`src/rtl/jtframe_romslot_pkg.sv`:
```
// Shared types for the Z80 ROM slot: FSM state encoding and byte-lane selection.
package jtframe_romslot_pkg;

    typedef enum logic [2:0] {
        IDLE   = 3'd0,
        REQ    = 3'd1,
        WAIT   = 3'd2,
        PFREQ  = 3'd3,
        PFWAIT = 3'd4
    } state_t;

    localparam int LANE_W = 8;

    // byte_hi=1 means an even CPU address reads the upper half of the word
    function automatic logic [LANE_W-1:0] lane_sel(
        input logic [2*LANE_W-1:0] word,
        input logic                a0,
        input logic                byte_hi
    );
        return (a0 ^ byte_hi) ? word[2*LANE_W-1:LANE_W] : word[LANE_W-1:0];
    endfunction

endpackage

```
`src/rtl/jtframe_romslot_line.sv`:
```
// One cached SDRAM word with tag and valid bit; the compare against the
// CPU word address is combinational so hits cost no cycles.
module jtframe_romslot_line #(
    parameter int DW = 16,
    parameter int TW = 14
)(
    input  logic          clk,
    input  logic          rst_n,
    input  logic          load,
    input  logic          clr,
    input  logic [DW-1:0] wdata,
    input  logic [TW-1:0] wtag,
    input  logic [TW-1:0] ctag,
    output logic [DW-1:0] word,
    output logic          hit
);
    logic [TW-1:0] tag_r;
    logic          valid_r;

    assign hit = valid_r & (tag_r == ctag);

    // Line storage; clr beats load so a word landing with an invalidate is lost.
    always_ff @(posedge clk or negedge rst_n) begin
        if (!rst_n) begin
            word    <= '0;
            tag_r   <= '0;
            valid_r <= 1'b0;
        end else if (clr) begin
            valid_r <= 1'b0;
        end else if (load) begin
            word    <= wdata;
            tag_r   <= wtag;
            valid_r <= 1'b1;
        end
    end

endmodule

```
`src/rtl/jtframe_z80_romslot.sv`:
```
// Z80 ROM responder with a one-word tagged cache in front of an SDRAM
// req/ack/dst port. Define JTFRAME_ROMSLOT_PREFETCH_EN for next-word prefetch.
module jtframe_z80_romslot
    import jtframe_romslot_pkg::*;
#(
    parameter int AW      = 15,
    parameter int DW      = 16,
    parameter int BYTE_HI = 0
)(
    input  logic          clk,
    input  logic          rst_n,
    input  logic          cs,
    input  logic [AW-1:0] addr,
    input  logic          inv,
    output logic [7:0]    dout,
    output logic          ok,
    output logic [AW-2:0] sdram_addr,
    output logic          sdram_req,
    input  logic          sdram_ack,
    input  logic          sdram_dst,
    input  logic [DW-1:0] sdram_data
);
    localparam int TW = AW - 1;

    state_t        state_r;
    logic          drop_r;
    logic [1:0]    rst_sync_r;
    logic          rst_int_n_s;
    logic [TW-1:0] ctag_s;
    logic          hit_s;
    logic          landing_s;
    logic          fill_s;
    logic          load_s;
    logic [DW-1:0] word_s;
    logic [DW-1:0] wdata_s;
    logic [TW-1:0] wtag_s;

    // Reset asserts immediately but releases only on a clock edge.
    always_ff @(posedge clk or negedge rst_n) begin
        if (!rst_n) begin
            rst_sync_r <= 2'b00;
        end else begin
            rst_sync_r <= {rst_sync_r[0], 1'b1};
        end
    end

    assign rst_int_n_s = rst_sync_r[1];
    assign ctag_s      = addr[AW-1:1];
    assign landing_s   = sdram_dst & ((state_r == WAIT) | ((state_r == REQ) & sdram_ack));
    assign fill_s      = landing_s & ~drop_r & ~inv;

`ifdef JTFRAME_ROMSLOT_PREFETCH_EN
    logic          pf_hit_s;
    logic          pf_move_s;
    logic          pf_landing_s;
    logic          pf_fill_s;
    logic [DW-1:0] pf_word_s;

    assign pf_landing_s = sdram_dst & ((state_r == PFWAIT) | ((state_r == PFREQ) & sdram_ack));
    assign pf_fill_s    = pf_landing_s & ~drop_r & ~inv;
    // a pf hit implies pf_tag == ctag, so the main tag is taken from the CPU
    assign pf_move_s    = (state_r == IDLE) & cs & ~hit_s & pf_hit_s & ~inv;
    assign load_s       = fill_s | pf_move_s;
    assign wdata_s      = pf_move_s ? pf_word_s : sdram_data;
    assign wtag_s       = pf_move_s ? ctag_s : sdram_addr;

    jtframe_romslot_line #(.DW(DW), .TW(TW)) u_pf (
        .clk   (clk),
        .rst_n (rst_int_n_s),
        .load  (pf_fill_s),
        .clr   (inv),
        .wdata (sdram_data),
        .wtag  (sdram_addr),
        .ctag  (ctag_s),
        .word  (pf_word_s),
        .hit   (pf_hit_s)
    );
`else
    assign load_s  = fill_s;
    assign wdata_s = sdram_data;
    assign wtag_s  = sdram_addr;
`endif

    jtframe_romslot_line #(.DW(DW), .TW(TW)) u_main (
        .clk   (clk),
        .rst_n (rst_int_n_s),
        .load  (load_s),
        .clr   (inv),
        .wdata (wdata_s),
        .wtag  (wtag_s),
        .ctag  (ctag_s),
        .word  (word_s),
        .hit   (hit_s)
    );

    assign ok   = cs & hit_s;
    assign dout = lane_sel(word_s, addr[0], BYTE_HI != 0);

    // Request sequencer: one SDRAM transaction in flight, drop_r marks it stale.
    always_ff @(posedge clk or negedge rst_int_n_s) begin
        if (!rst_int_n_s) begin
            state_r    <= IDLE;
            drop_r     <= 1'b0;
            sdram_req  <= 1'b0;
            sdram_addr <= '0;
        end else begin
            case (state_r)
                IDLE: begin
                    if (cs && !hit_s) begin
                        sdram_req <= 1'b1;
`ifdef JTFRAME_ROMSLOT_PREFETCH_EN
                        if (pf_move_s) begin
                            sdram_addr <= ctag_s + TW'(1);
                            state_r    <= PFREQ;
                        end else begin
                            sdram_addr <= ctag_s;
                            state_r    <= REQ;
                        end
`else
                        sdram_addr <= ctag_s;
                        state_r    <= REQ;
`endif
                    end
                end
                REQ, WAIT: begin
                    if ((state_r == REQ) && sdram_ack) begin
                        sdram_req <= 1'b0;
                        state_r   <= WAIT;
                    end
                    if (landing_s) begin
                        drop_r <= 1'b0;
`ifdef JTFRAME_ROMSLOT_PREFETCH_EN
                        if (fill_s) begin
                            sdram_req  <= 1'b1;
                            sdram_addr <= sdram_addr + TW'(1);
                            state_r    <= PFREQ;
                        end else begin
                            state_r <= IDLE;
                        end
`else
                        state_r <= IDLE;
`endif
                    end else if (inv) begin
                        drop_r <= 1'b1;
                    end
                end
`ifdef JTFRAME_ROMSLOT_PREFETCH_EN
                PFREQ, PFWAIT: begin
                    if ((state_r == PFREQ) && sdram_ack) begin
                        sdram_req <= 1'b0;
                        state_r   <= PFWAIT;
                    end
                    if (pf_landing_s) begin
                        drop_r  <= 1'b0;
                        state_r <= IDLE;
                    end else if (inv) begin
                        drop_r <= 1'b1;
                    end
                end
`endif
                default: begin
                    state_r   <= IDLE;
                    drop_r    <= 1'b0;
                    sdram_req <= 1'b0;
                end
            endcase
        end
    end

endmodule
```
`config.mk`:
```
export PLATFORM = sky130hd
export DESIGN_NAME = jtframe_z80_romslot
export DESIGN_NICKNAME = d
export VERILOG_FILES = /design/src/rtl/jtframe_romslot_pkg.sv /design/src/rtl/jtframe_romslot_line.sv /design/src/rtl/jtframe_z80_romslot.sv
export SDC_FILE = /design/constraint.sdc
export NUM_CORES = 1
export LEC_CHECK = 0
export ABC_AREA = 0
export BUFFER_PORTS_ARGS = -buffer_cell sky130_fd_sc_hd__buf_2
export CAP_MARGIN = 20
export CELL_PAD_IN_SITES_DETAIL_PLACEMENT = 1
export CELL_PAD_IN_SITES_GLOBAL_PLACEMENT = 1
export CORE_MARGIN = 5
export CORE_UTILIZATION = 42
export DETAILED_ROUTE_END_ITERATION = 7
export PLACE_DENSITY = 0.78
export SLEW_MARGIN = 15
export SYNTH_ARGS = -nofsm -noshare
export SYNTH_HDL_FRONTEND = slang
export SYNTH_HIERARCHICAL = 1
export SYNTH_SLANG_ARGS = --single-unit
```
`constraint.sdc`:
```
create_clock -name clk -period 2.3 [get_ports clk]
set_clock_uncertainty 0.2 [all_clocks]
set_input_delay 0 -clock clk [delete_from_list [all_inputs] [get_ports clk]]
set_output_delay 0 -clock clk [all_outputs]
set_load 0.02 [all_outputs]
```
==> results.md, run 1 <==
Synthesis:
- Summing the areas of all fa, ha and maj instances in the mapped netlist gives between 1.5 and 2% of the synthesized area.
- In this run the biggest area consumer among cell types represents between 50% and 60% of the synthesized area.
- The most common cell in the synthesized netlist is sky130_fd_sc_hd__dfrtp_1.
- The most area-hungry cell type in the Yosys netlist is sky130_fd_sc_hd__dfrtp_1.
- The average cell area after synthesis is 14.9 um^2.
- Yosys printed 6 warnings.
- The post-synthesis register bit count is 51.
- The synthesized instance count is approximately 160.
- After synthesis, the netlist uses 29 different library cells.
- The netlist area before placement is about 0.0024 mm^2.
- After synthesis, the cell types taking the most area are sky130_fd_sc_hd__dfrtp_1 54%, sky130_fd_sc_hd__mux2_2 16%, sky130_fd_sc_hd__mux2_4 11%, sky130_fd_sc_hd__xnor2_1 5.2%, sky130_fd_sc_hd__buf_6 1.9%.
- Of the synthesized area, sequential elements account for between 50% and 60%.
- The combinational family with the most area after synthesis is multiplexers.
- The area fraction in and, or, nand and nor cells after synthesis is approximately 4.8%.
- Multiplexer cells account for between 20% and 30% of the synthesized area.
- The area share of xor/xnor cells in the synthesized design is ~5.2%.
- Counting flops with an async set or reset pin after synthesis yields a share of 100%.
- Counting instances in the post-synthesis netlist gives the leading cell types as 51 x sky130_fd_sc_hd__dfrtp_1, 34 x sky130_fd_sc_hd__mux2_2, 18 x sky130_fd_sc_hd__mux2_4.
- In this run, synthesis inferred 0 flip-flops with an integrated enable.
- The most common flop cell mapped by yosys is sky130_fd_sc_hd__dfrtp_1.
- The post-synthesis compound-gate area fraction is under 10%.
- The synthesized net count is approximately 200.

Cells and area:
- The layout overhead on the synthesized area is 38.7%.
- The layout has 552 filler cells.
- The antenna diode count is 0.
- After the last flow step, the layout net total stands at a little over 300.
- The post-route netlist has 50.9% of its cells at a drive strength greater than 1.

Timing:
- The clock period minus final worst setup slack is 2.18 ns.
- The number of setup violations in the final report is 0.
- At the pin with the least slew margin, the transition time is roughly 0.61 ns.
- The max-slew violation count was 0.
- The final number of hold-violating endpoints is 0.
- The remaining max-slew budget at the tightest pin is 59.1%.
- The slack of the critical path is approximately 0.12 ns.
- The final cycle utilization of the critical path is a little over nine tenths.
- In the final timing run, aggregate negative setup slack is 0 ns.
- Setup repair after global routing left no endpoint under its margin.
- The timing-limited maximum frequency is 459 MHz.

Floorplan:
- The number of I/O pins is 61.
- The initial utilization of the core area, before any placement, comes to 43.2%.
- The placeable core region is approximately 0.0055 mm^2.
- The placement row count is 27.
- The die is 85.0 um wide.
- The die outline height is about 85 um.
- The floorplan die area is about 0.0072 mm^2.

GRT:
- The wire length of the first global-routing pass is around 9.2 mm.
- The number of global-route vias before repair is approximately 1800.
- The overall routing resource usage is 16.1%.
- The overflow left after global routing is 0.
- The pin count of the biggest net entering global routing is 50.
- The initial antenna violation count is 0.

Route:
- The ratio of routed vias to standard cells is between 4 and 5.
- The first detailed-routing pass ran for 4 iterations.
- After detailed routing, the number of remaining DRC violations is 0.
- The detailed router finished its first iteration with just under 50 violations.
- Wires add up to ~5.6 mm.
- Dividing the detail-routed wire length by the instance count gives about 17 um.
- Summing over every cut layer, the via total after detailed routing is around 1600.
- The count of nets left with antenna violations once routing finished came out at 0.

Placement:
- The total half-perimeter wirelength after legalization and detailed placement is about 3.6 mm.
- Before CTS, the worst setup slack after placement is -0.00387 ns.
- The routability congestion estimate from global placement is approximately 0.74.
- The count of port buffers added during placement is 60.

Clock tree:
- Counting the buffers created by CTS gives 5.
- The TritonCTS clock tree is yes.
- The clock-pin slew reported for the worst setup and hold paths after clock tree synthesis is 0.09 ns.
- The deepest clock path buffer count is 2.
- The H-tree was split into 2 levels.
- The number of clock sinks seen by CTS is 51.
- The later-pin clock latency in the skew report is approximately 0.29 ns.
- The clock root buffer is sky130_fd_sc_hd__clkbuf_8.

Run status:
- The run finished with clean final reports.

Worst setup path:
- The arrival time of data at the critical path endpoint is roughly 2.2 ns.
- The critical path launch point type is a flop.
- The endpoint required time on the critical path is 2.29 ns.
- The worst setup path is of the reg2reg kind.
- STA classifies the critical path endpoint as a flop.
- Along the worst path, the maximum fanout reaches 7.

Power and ir drop:
- For this design the ratio of total power to cell area is 1220 mW/mm^2.
- The design draws about 0.0040 W.
- Summed over all cells, the static leakage comes to about 1.5 nW.
- The worst voltage drop across the vdd grid is 0.517 mV.

Flow run:
- The max-capacitance violation count is 0.

Hold path:
- The min-delay analysis places its worst path in the category reg2async.
layout make-up:
class,instances,area (um^2),area share (%)
sequential,51,1280,39.0
inverter,5,18.8,0.573
tap,72,90.1,2.75
clock inverter,2,35.0,1.07
multi-input combinational,97,1010,30.9
clock buffer,6,82.6,2.52
timing repair buffer,104,759,23.2
timing repair:
action	CTS	global route
hold endpoints to repair	37	0
setup buffers	0	1
setup endpoints to repair	7	24
pin swaps	0	2
resized for setup	1	7
cloned	0	1
hold buffers	37	0
routing by layer:
layer | part of all wire, % | up-vias | track usage, % | wire length (um)
li1 | - | 762 | - | -
met1 | 42 | 783 | 19.3 | 2380
met2 | 52 | 54 | 29.2 | 2930
met3 | 5.5 | 2 | 3.79 | 309
met4 | 0.27 | 0 | 3.45 | 15
met5 | 0 | - | 0 | 0
critical path: stages, from the launching register on:
cell and delay, ns:
sky130_fd_sc_hd__dfrtp_1 0.41, sky130_fd_sc_hd__xnor2_1 0.15, sky130_fd_sc_hd__nand4_1 0.14, sky130_fd_sc_hd__nor4_2 0.34, sky130_fd_sc_hd__nand2b_4 0.21, sky130_fd_sc_hd__or2_4 0.15
sky130_fd_sc_hd__buf_8 0.14, sky130_fd_sc_hd__mux2_2 0.33
logic make-up (layout without fill, tap and decap cells):
| family | count (synthesis) | in the layout |
|---|---|---|
| multiplexers | 52 | 52 |
| flip-flops | 51 | 51 |
| AND/OR/NAND/NOR | 18 | 18 |
| XOR/XNOR | 14 | 14 |
| buffers and inverters | 11 | 117 |
| AO/OA/AOI/OAI | 9 | 9 |
| adder cells (fa/ha/maj) | 3 | 3 |
| other | 1 | 1 |
state kept, by name, summed over array words and instances, names as in the netlist:
signal / count
drop_r: 1
sdram_addr: 14
rst_sync_r: 2
state_r: 2
u_main/tag_r: 14
u_main/word: 16
u_main/valid_r: 1
sdram_req: 1
power breakdown:
group / internal, W / switching (W)
logic: 0.000940 / 0.000808
registers: 0.00133 / 0.000277
clock network: 0.000352 / 0.000281
total: 0.00262 / 0.00137
stage by stage:
stage,area [um^2],utilization (%),hold slack [ns],std cells
finish,3280,59.9,0.160,337
floorplan,2360,-,-0.496,159
CTS,3240,59.2,0.164,335
global placement,2750,50.2,-0.413,290
global route,3280,59.9,0.173,337
detailed placement,2750,50.2,-0.413,290
path summary, 6_finish.rpt:
check                                            start                           to  slack [ns]  depth (start not counted)
max                        u_main/tag_r[7]$_DFFE_PN0P_   sdram_addr[13]$_DFFE_PN0P_        0.12                          7
min                            rst_sync_r[1]$_DFF_PN0_  u_main/word[14]$_DFFE_PN0P_        0.16                          1
max reg2reg                u_main/tag_r[7]$_DFFE_PN0P_   sdram_addr[13]$_DFFE_PN0P_        0.12                          7
min reg2reg                    rst_sync_r[1]$_DFF_PN0_  u_main/word[14]$_DFFE_PN0P_        0.16                          1
max in group asynchronous      rst_sync_r[1]$_DFF_PN0_  u_main/tag_r[1]$_DFFE_PN0P_        1.32                          1
min in group clk               rst_sync_r[0]$_DFF_PN0_      rst_sync_r[1]$_DFF_PN0_        0.16                          0
placed cells by master, fill, tap and decap left out, types with 2 or more instances in the layout:
master and instances:
sky130_fd_sc_hd__buf_2 60, sky130_fd_sc_hd__dfrtp_1 50, sky130_fd_sc_hd__dlygate4sd3_1 37, sky130_fd_sc_hd__mux2_2 34, sky130_fd_sc_hd__mux2_4 18, sky130_fd_sc_hd__xnor2_1 14
sky130_fd_sc_hd__clkbuf_8 6, sky130_fd_sc_hd__inv_1 4, sky130_fd_sc_hd__a21oi_1 3, sky130_fd_sc_hd__nand2_1 3, sky130_fd_sc_hd__ha_1 3, sky130_fd_sc_hd__buf_4 3
sky130_fd_sc_hd__nand4_1 3, sky130_fd_sc_hd__nor4_2 2, sky130_fd_sc_hd__nor2b_1 2, sky130_fd_sc_hd__nor2_1 2, sky130_fd_sc_hd__buf_12 2
Power figures use the tool's default switching activity.
==> inputs of run 2 (changes only) <==
--- a/config.mk
+++ b/config.mk
@@ -7,15 +7,13 @@
 export LEC_CHECK = 0
 export ABC_AREA = 0
 export BUFFER_PORTS_ARGS = -buffer_cell sky130_fd_sc_hd__buf_2
-export CAP_MARGIN = 20
 export CELL_PAD_IN_SITES_DETAIL_PLACEMENT = 1
 export CELL_PAD_IN_SITES_GLOBAL_PLACEMENT = 1
 export CORE_MARGIN = 5
 export CORE_UTILIZATION = 42
 export DETAILED_ROUTE_END_ITERATION = 7
-export PLACE_DENSITY = 0.78
+export PLACE_DENSITY = 0.79
 export SLEW_MARGIN = 15
 export SYNTH_ARGS = -nofsm -noshare
 export SYNTH_HDL_FRONTEND = slang
-export SYNTH_HIERARCHICAL = 1
 export SYNTH_SLANG_ARGS = --single-unit
==> results.md, run 2 <==
Synthesis:
- The netlist area before placement came to 0.00233 mm^2 (-1.3%).
- In the synthesized netlist the dominant register cell turns out to be sky130_fd_sc_hd__dfrtp_1.
- The area share of the leading cell type in the synthesized netlist is 54.8% (+0.72 points).
- The synthesized design spends more area on one cell type than any other, namely sky130_fd_sc_hd__dfrtp_1.
- After synthesis, the most frequently instantiated cells are 51 x sky130_fd_sc_hd__dfrtp_1, 29 x sky130_fd_sc_hd__mux2_1, 14 x sky130_fd_sc_hd__xnor2_1.
- The synthesized instance count is 158 (-0.63%).
- The number of enable flip-flop cells after synthesis was 0 (unchanged).
- The number of warnings reported in the yosys synthesis log was 0 (-6).
- By area the synthesized netlist is led by sky130_fd_sc_hd__dfrtp_1 55%, sky130_fd_sc_hd__mux2_1 14%, sky130_fd_sc_hd__mux2_4 6.4%, sky130_fd_sc_hd__mux2_2 6.3%, sky130_fd_sc_hd__xnor2_1 5.3%.
- The cell with the most instances after synthesis is sky130_fd_sc_hd__dfrtp_1.
- The post-synthesis register bit count is 51 (unchanged).
- The count of unique library cells instantiated by Yosys is 28 (-3.4%).
- The average cell area after synthesis came to 14.8 um^2 (-0.70%).
- The synthesized net count is 199 (unchanged).
- The sequential share of the synthesized area is 54.8% (+0.72 points).
- The share of synthesized flip-flops with an asynchronous set or reset was 100% (unchanged).

Clock tree:
- TritonCTS built the clock tree.
- The number of levels in the clock H-tree was 2 (unchanged).
- The deepest clock path buffer count is 2 (unchanged).
- The clock-pin slew reported for the worst setup and hold paths after clock tree synthesis is 0.09 ns (about the same).
- The number of buffers created by CTS came to 5 (unchanged).
- The later-pin clock latency in the skew report is 0.30 ns (about the same).
- The number of clock sinks seen by CTS was 51 (unchanged).
- The clock root buffer is sky130_fd_sc_hd__clkbuf_8.

Route:
- The ratio of routed vias to standard cells was 4.92 (+3.6%).
- The average wire per standard cell was 17.5 um (+4.9%).
- The violation count after the first detailed-routing iteration was 17 (-65%).
- The wire length reported by the detailed router was 5.86 mm (+3.9%).
- The number of iterations in the first detailed-routing pass came to 4 (unchanged).
- The number of nets still failing antenna checks after routing is 0 (unchanged).
- The DRC violations left is 0 (unchanged).
- The via count is 1644 (+2.7%).

Worst setup path:
- The kind of critical path is reg2reg.
- The depth of the worst register-to-register path is 7 (unchanged).
- The startpoint of the worst-slack reg-to-reg timing path is state_r[0]$_DFFE_PN0P_.
- The arrival time of data at the critical path endpoint is 2.25 ns (+0.08 ns).
- The endpoint required time on the critical path is 2.34 ns (+0.05 ns).
- The reg-to-reg critical path endpoint is state_r[1]$_DFFE_PN0P_.
- The largest fanout on the critical path came to 5 (-2).
- The kind of end point of the critical path is a flop.
- The internal reg-to-reg setup slack is 0.09 ns (-0.03 ns).
- STA classifies the critical path startpoint as a flop.

Power and ir drop:
- The worst voltage drop across the vdd grid is 0.689 mV (+33%).
- The power per standard cell area is 1220 mW/mm^2 (about the same).
- The static power due to leakage is 1.52 nW (-0.82%).

Cells and area:
- The register with the most flip-flops is u_main.word.
- The number of fill cells was 567 (+2.7%).
- The sequential cell area in the final layout is 0.00128 mm^2 (unchanged).
- In the final layout, the registers with the most flip-flops are u_main.word: 16 flops, sdram_addr: 14 flops, u_main.tag_r: 14 flops.
- In the layout the commonest cells are 60 x sky130_fd_sc_hd__buf_2, 50 x sky130_fd_sc_hd__dfrtp_1, 36 x sky130_fd_sc_hd__dlygate4sd3_1.
- The net total in the final layout is 302 (-0.66%).
- The layout overhead on the synthesized area is 36.8%.
- The antenna diode count came to 0 (unchanged).
- The flip-flop count of the largest register after layout was 16 (unchanged).
- The most common library cell in the layout ignoring fill and taps is sky130_fd_sc_hd__buf_2.
- The fraction of layout cells with a size suffix above 1 came to 39.3% (-12 points).
- The multi-input gate area in the final layout is 0.00100 mm^2 (-0.86%).
- The final standard cell count with taps included and fillers excluded came to 334 (-0.89%).

Floorplan:
- The die extent in x is 84.5 um (-0.58%).
- The number of I/O pins is 61 (unchanged).
- The placeable core region is 0.00544 mm^2 (-0.62%).
- The effective utilization at floorplan was 42.9% (-0.31 points).
- The die outline height was 84.5 um (-0.58%).
- The floorplan die area is 0.00714 mm^2 (-1.2%).
- The placement row count is 27 (unchanged).

Run status:
- The flow ran to the end, and the final reports show no timing, DRC or antenna violations.

GRT:
- The initial antenna violation count is 0 (unchanged).
- The number of global-route vias before repair was 1912 (+4.5%).
- The overall routing resource usage came to 17.4% (+1.2 points).
- The pin count of the biggest net entering global routing is 32 (-36%).
- The overflow left after global routing is 0 (unchanged).
- The wire length of the first global-routing pass is 9.75 mm (+6.0%).

Timing:
- The slew at the pin closest to its max-slew limit is 0.509 ns (-0.105 ns).
- The max-slew violation count is 0 (unchanged).
- The slack of the critical path was 0.0901 ns (-0.0297 ns).
- The remaining max-slew budget at the tightest pin is 66.1% (+7.0 points).
- Setup repair after global routing left no endpoint under its margin.
- The timing-limited maximum frequency was 453 MHz (-1.3%).
- The final cycle utilization of the critical path is 96.1% (+1.3 points).
- The number of setup violations in the final report is 0 (unchanged).
- The clock period minus final worst setup slack is 2.21 ns (+0.0297 ns).
- The final number of hold-violating endpoints was 0 (unchanged).

Hold path:
- The tightest min-delay check is of the reg2async type.

Placement:
- The total half-perimeter wirelength after legalization and detailed placement is 3.83 mm (+6.6%).
- The number of placed instances with taps included came to 289 (-0.34%).
- The count of port buffers added during placement came to 60 (unchanged).
- The routability congestion estimate from global placement is 0.753 (+1.8%).
- The placement-stage worst setup slack is -0.00421 ns (-0.000336 ns).

Flow run:
- The max-capacitance violation count is 0 (unchanged).
-- run 2: cell types whose count changed after synthesis, sizes merged, moves of 2 or more --
cell    change
o22a        +2
nor2b       -3
a21boi      +2
o21ai       +2
nor3b       +2
nand2       -3
-- run 2: final cells by class --
cell class,count,area share (%)
Sequential cell,51,40.1
Inverter,5,0.589
Multi-Input combinational cell,96,31.5
Clock inverter,1,0.157
Tap cell,72,2.83
Timing Repair Buffer,102,22.1
Clock buffer,7,2.71
-- run 2: metrics by stage --
stage | total power, W | instance area, um^2 | hold slack, ns | TNS, ns | util [%]
2_1_floorplan | 0.00277 | 2330 | -0.496 | 0 | -
3_3_place_gp | 0.00317 | 2720 | -0.414 | 0 | 50.0
3_5_place_dp | 0.00326 | 2720 | -0.413 | -0.00421 | 50.0
4_1_cts | 0.00386 | 3170 | 0.0717 | 0 | 58.3
5_1_grt | 0.00413 | 3190 | 0.102 | 0 | 58.6
6_report | 0.00388 | 3190 | 0.0407 | 0 | 58.6
-- run 2: where the power goes --
| group | total, W | switching [W] | leakage, nW | internal (W) |
|---|---|---|---|---|
| combinational | 0.00173 | 0.000859 | 0.857 | 0.000871 |
| sequential | 0.00162 | 0.000289 | 0.612 | 0.00133 |
| clock | 0.000525 | 0.000281 | 0.0482 | 0.000243 |
-- run 2: kinds of logic (layout without fill, tap and decap cells) --
family	count (synthesis)	after routing	synth area share, %
compound gates	12	12	3.49
xor+xnor	14	14	5.26
fa+ha+maj	4	4	2.15
buf+inv	11	115	2.63
flops	51	51	54.8
mux	52	52	26.7
other cells	1	1	0.161
simple gates	13	13	4.83
-- run 2: worst max-delay path, cell delays in order, from the launching register on --
cell	delay, ns
sky130_fd_sc_hd__dfrtp_1	0.37
sky130_fd_sc_hd__inv_1	0.07
sky130_fd_sc_hd__ha_1	0.30
sky130_fd_sc_hd__a21boi_0	0.16
sky130_fd_sc_hd__a21boi_4	0.19
sky130_fd_sc_hd__or4b_2	0.63
sky130_fd_sc_hd__nor2_1	0.11
sky130_fd_sc_hd__a311o_1	0.11
-- run 2: routing by layer --
metal  global-route usage [%]  part of all wire, %  vias to the layer above
met1                     19.4                   39                      838
met4                     5.32                  1.6                        0
met3                     3.53                  3.7                       10
li1                         -                    -                      761
met2                     32.7                   56                       35
met5                        0                    0                        -
-- run 2: what timing repair did --
item | 4_1_cts | 5_1_grt
setup endpoints to repair | 1 | 1
buffers inserted | 0 | 1
hold endpoints to repair | 36 | 0
hold buffers | 36 | 0
resized for setup | 1 | 1
cloned | 0 | 0
-- run 2: how the worst max path moves through the flow --
stage          cells after the start  slack (ns)                    from                endpoint
3_3_place_gp                       7        0.10  state_r[0]$_DFFE_PN0P_  state_r[1]$_DFFE_PN0P_
4_1_cts                            7        0.01  state_r[0]$_DFFE_PN0P_  state_r[1]$_DFFE_PN0P_
6_report                           7        0.09  state_r[0]$_DFFE_PN0P_  state_r[1]$_DFFE_PN0P_
3_5_place_dp                       7      -0.004  state_r[0]$_DFFE_PN0P_  state_r[1]$_DFFE_PN0P_
2_1_floorplan                      7        0.18  state_r[0]$_DFFE_PN0P_  state_r[1]$_DFFE_PN0P_
5_1_grt                            7        0.01  state_r[0]$_DFFE_PN0P_  state_r[1]$_DFFE_PN0P_
==> inputs of run 3 (changes only) <==
--- a/config.mk
+++ b/config.mk
@@ -6,13 +6,14 @@
 export NUM_CORES = 1
 export LEC_CHECK = 0
 export ABC_AREA = 0
-export BUFFER_PORTS_ARGS = -buffer_cell sky130_fd_sc_hd__buf_2
+export BUFFER_PORTS_ARGS = -buffer_cell sky130_fd_sc_hd__buf_4
 export CELL_PAD_IN_SITES_DETAIL_PLACEMENT = 1
 export CELL_PAD_IN_SITES_GLOBAL_PLACEMENT = 1
 export CORE_MARGIN = 5
 export CORE_UTILIZATION = 42
 export DETAILED_ROUTE_END_ITERATION = 7
 export PLACE_DENSITY = 0.79
+export RECOVER_POWER = 50
 export SLEW_MARGIN = 15
 export SYNTH_ARGS = -nofsm -noshare
 export SYNTH_HDL_FRONTEND = slang
==> results.md, run 3 (same netlist as run 2, synthesis figures left out) <==
Run status:
- The flow ran to the end, and the final reports show no timing, DRC or antenna violations.

Route:
- The number of nets still failing antenna checks after routing is 0 (unchanged).
- The average wire per standard cell was 17.7 um (+1.2%).
- The DRC violations left came to 0 (unchanged).
- The ratio of routed vias to standard cells is 4.91 (-0.30%).
- The wire length reported by the detailed router is 5.95 mm (+1.5%).
- The number of iterations in the first detailed-routing pass was 2 (-2).
- The via count was 1644 (unchanged).
- The violation count after the first detailed-routing iteration is 47 (+30).

GRT:
- The initial antenna violation count is 0 (unchanged).
- The pin count of the biggest net entering global routing is 50 (+56%).
- The overall routing resource usage was 17.8% (+0.44 points).
- The number of global-route vias before repair is 1852 (-3.1%).
- The wire length of the first global-routing pass is 9.85 mm (+1.1%).
- The overflow left after global routing is 0 (unchanged).

Worst setup path:
- The kind of critical path is reg2reg.
- The start point of the critical path is state_r[0]$_DFFE_PN0P_.
- The count of cell instances traversed by the critical path is 6 (-1).
- The top cell family by delay on the critical path is simple AND/OR/NAND/NOR gates.
- Among all stages on the critical path, the largest delay is contributed by sky130_fd_sc_hd__or4_1.
- The worst setup path endpoint is u_main.word[2]$_DFFE_PN0P_.
- The critical path launch point type is a flop.
- The largest fanout on the critical path was 31 (+26).
- The endpoint identified for the worst register-to-register timing path is u_main.word[2]$_DFFE_PN0P_.
- The maximum single-stage delay on the critical path is 0.46 ns (-0.17 ns).
- The endpoint required time on the critical path is 2.28 ns (-0.06 ns).
- Walking the worst path, the cells encountered are buf_4, ha_1, a21oi_1, or4_1, buf_12, mux2_1.
- STA classifies the critical path endpoint as a flop.
- The arrival time of data at the critical path endpoint was 2.13 ns (-0.12 ns).
- The internal reg-to-reg setup slack was 0.14 ns (+0.05 ns).
- The depth of the worst register-to-register path is 6 (-1).
- The startpoint of the worst-slack reg-to-reg timing path is state_r[0]$_DFFE_PN0P_.
- The number of buffers and inverters on the critical path is 2 (+1).

Floorplan:
- The placement row count was 27 (unchanged).
- The number of I/O pins is 61 (unchanged).
- The effective utilization at floorplan was 42.9% (unchanged).
- The die outline height is 84.5 um (unchanged).
- The die extent in x is 84.5 um (unchanged).
- The placeable core region is 0.00544 mm^2 (unchanged).
- The floorplan die area is 0.00714 mm^2 (unchanged).

Timing:
- The final cycle utilization of the critical path is 93.8% (-2.3 points).
- The final number of hold-violating endpoints was 0 (unchanged).
- The slew at the pin closest to its max-slew limit came to 1.21 ns (+0.703 ns).
- The timing-limited maximum frequency came to 464 MHz (+2.4%).
- The total negative slack came to 0 ns (unchanged).
- The max-slew violation count is 0 (unchanged).
- Setup repair after global routing left no endpoint under its margin.
- The number of setup violations in the final report is 0 (unchanged).
- The slack of the critical path came to 0.143 ns (+0.0528 ns).
- The remaining max-slew budget at the tightest pin is 19.2% (-47 points).
- The clock period minus final worst setup slack is 2.16 ns (-0.0528 ns).

Cells and area:
- The net total in the final layout was 303 (+0.33%).
- The fraction of layout cells with a size suffix above 1 came to 35.7% (-3.6 points).
- The number of fill cells is 551 (-2.8%).
- The layout overhead on the synthesized area is 42.2%.
- The flip-flop count of the largest register after layout came to 16 (unchanged).
- More flip-flops sit in one register than any other, and that register is u_main.word.
- The antenna diode count is 0 (unchanged).
- The library cells used most frequently in the layout, excluding fill and tap cells, are 50 x sky130_fd_sc_hd__dfrtp_1, 50 x sky130_fd_sc_hd__buf_4, 36 x sky130_fd_sc_hd__dlygate4sd3_1.
- In the final layout, the registers with the most flip-flops are u_main.word: 16 flops, sdram_addr: 14 flops, u_main.tag_r: 14 flops.

Hold path:
- In this run the worst hold path is classified as reg2reg.

Placement:
- The placement-stage worst setup slack is 0.0311 ns (+0.0353 ns).
- The total half-perimeter wirelength after legalization and detailed placement is 3.66 mm (-4.6%).
- The count of port buffers added during placement is 60 (unchanged).
- The routability congestion estimate from global placement is 0.730 (-3.1%).

Clock tree:
- The clock-pin slew reported for the worst setup and hold paths after clock tree synthesis is 0.10 ns (about the same).
- The number of buffers created by CTS came to 5 (unchanged).
- The tree is rooted in a sky130_fd_sc_hd__clkbuf_8.
- The number of levels in the clock H-tree is 2 (unchanged).
- The number of clock sinks seen by CTS is 51 (unchanged).
- TritonCTS built the clock tree.
- The later-pin clock latency in the skew report is 0.31 ns (about the same).
- The deepest clock path buffer count is 2 (unchanged).

Power and ir drop:
- The power per standard cell area came to 1210 mW/mm^2 (-0.70%).
- The static power due to leakage is 1.53 nW (+0.51%).
- The worst voltage drop across the vdd grid was 0.658 mV (-4.4%).

Flow run:
- The max-capacitance violation count was 0 (unchanged).
==> run 3: cell count changes in the layout (fill, tap and decap cells not counted), moves of 2 or more <==
cell,delta
sky130_fd_sc_hd__a21boi_2,+2
sky130_fd_sc_hd__inv_1,-2
sky130_fd_sc_hd__clkbuf_1,+14
sky130_fd_sc_hd__buf_2,-60
sky130_fd_sc_hd__buf_4,+44
sky130_fd_sc_hd__inv_2,+2
==> run 3: worst reg2reg max path: stages (launching register included) <==
cell	delay (ns)
sky130_fd_sc_hd__dfrtp_1	0.41
sky130_fd_sc_hd__buf_4	0.13
sky130_fd_sc_hd__ha_1	0.18
sky130_fd_sc_hd__a21oi_1	0.09
sky130_fd_sc_hd__or4_1	0.46
sky130_fd_sc_hd__buf_12	0.21
sky130_fd_sc_hd__mux2_1	0.35
==> run 3: what timing repair did <==
action / 4_1_cts / 5_1_grt
endpoints found under the hold margin: 36 / 1
setup endpoints to repair: 0 / 1
gates resized for setup: 0 / 8
setup buffers: 0 / 3
hold buffers: 35 / 1
==> run 3: worst min-delay path by stage <==
stage,endpoint,cells after the start,slack [ns],from
floorplan,rst_sync_r[0]$_DFF_PN0_,0,-0.50,rst_n
global placement,rst_sync_r[0]$_DFF_PN0_,1,-0.42,rst_n
detailed placement,rst_sync_r[0]$_DFF_PN0_,1,-0.42,rst_n
CTS,drop_r$_DFFE_PN0P_,4,0.02,sdram_dst
global route,rst_sync_r[1]$_DFF_PN0_,0,0.18,rst_sync_r[0]$_DFF_PN0_
finish,rst_sync_r[1]$_DFF_PN0_,0,0.16,rst_sync_r[0]$_DFF_PN0_
==> run 3: report_power, final <==
group	switching (W)	internal, W	total (W)
Clock	0.000282	0.000275	0.000557
Combinational	0.000870	0.000934	0.00180
Sequential	0.000306	0.00133	0.00164
Total	0.00146	0.00254	0.00400
==> run 3: per-stage QoR <==
stage	instances	util (%)	total power (W)	hold WS (ns)	instance area (um^2)
after CTS	331	61.1	0.00404	0.0190	3320
after detailed placement	288	52.8	0.00343	-0.416	2870
after floorplan	158	-	0.00277	-0.496	2330
after global placement	288	52.8	0.00334	-0.417	2870
after global routing	335	60.9	0.00426	0.183	3310
final	335	60.9	0.00400	0.156	3310
==> run 3: cell type report <==
cell class / instances / area, um^2 / area share (%)
clock buffer: 8 / 100 / 3.02
inverter: 5 / 18.8 / 0.566
multi-input combinational: 96 / 1010 / 30.4
sequential: 51 / 1280 / 38.5
tap: 72 / 90.1 / 2.72
timing repair buffer: 103 / 821 / 24.8
==> run 3: layer usage <==
metal	global-route usage, %	wire length (um)
met2	31.5	3210
met1	21.1	2410
met3	3.83	204
met4	6.76	129
met5	0	0
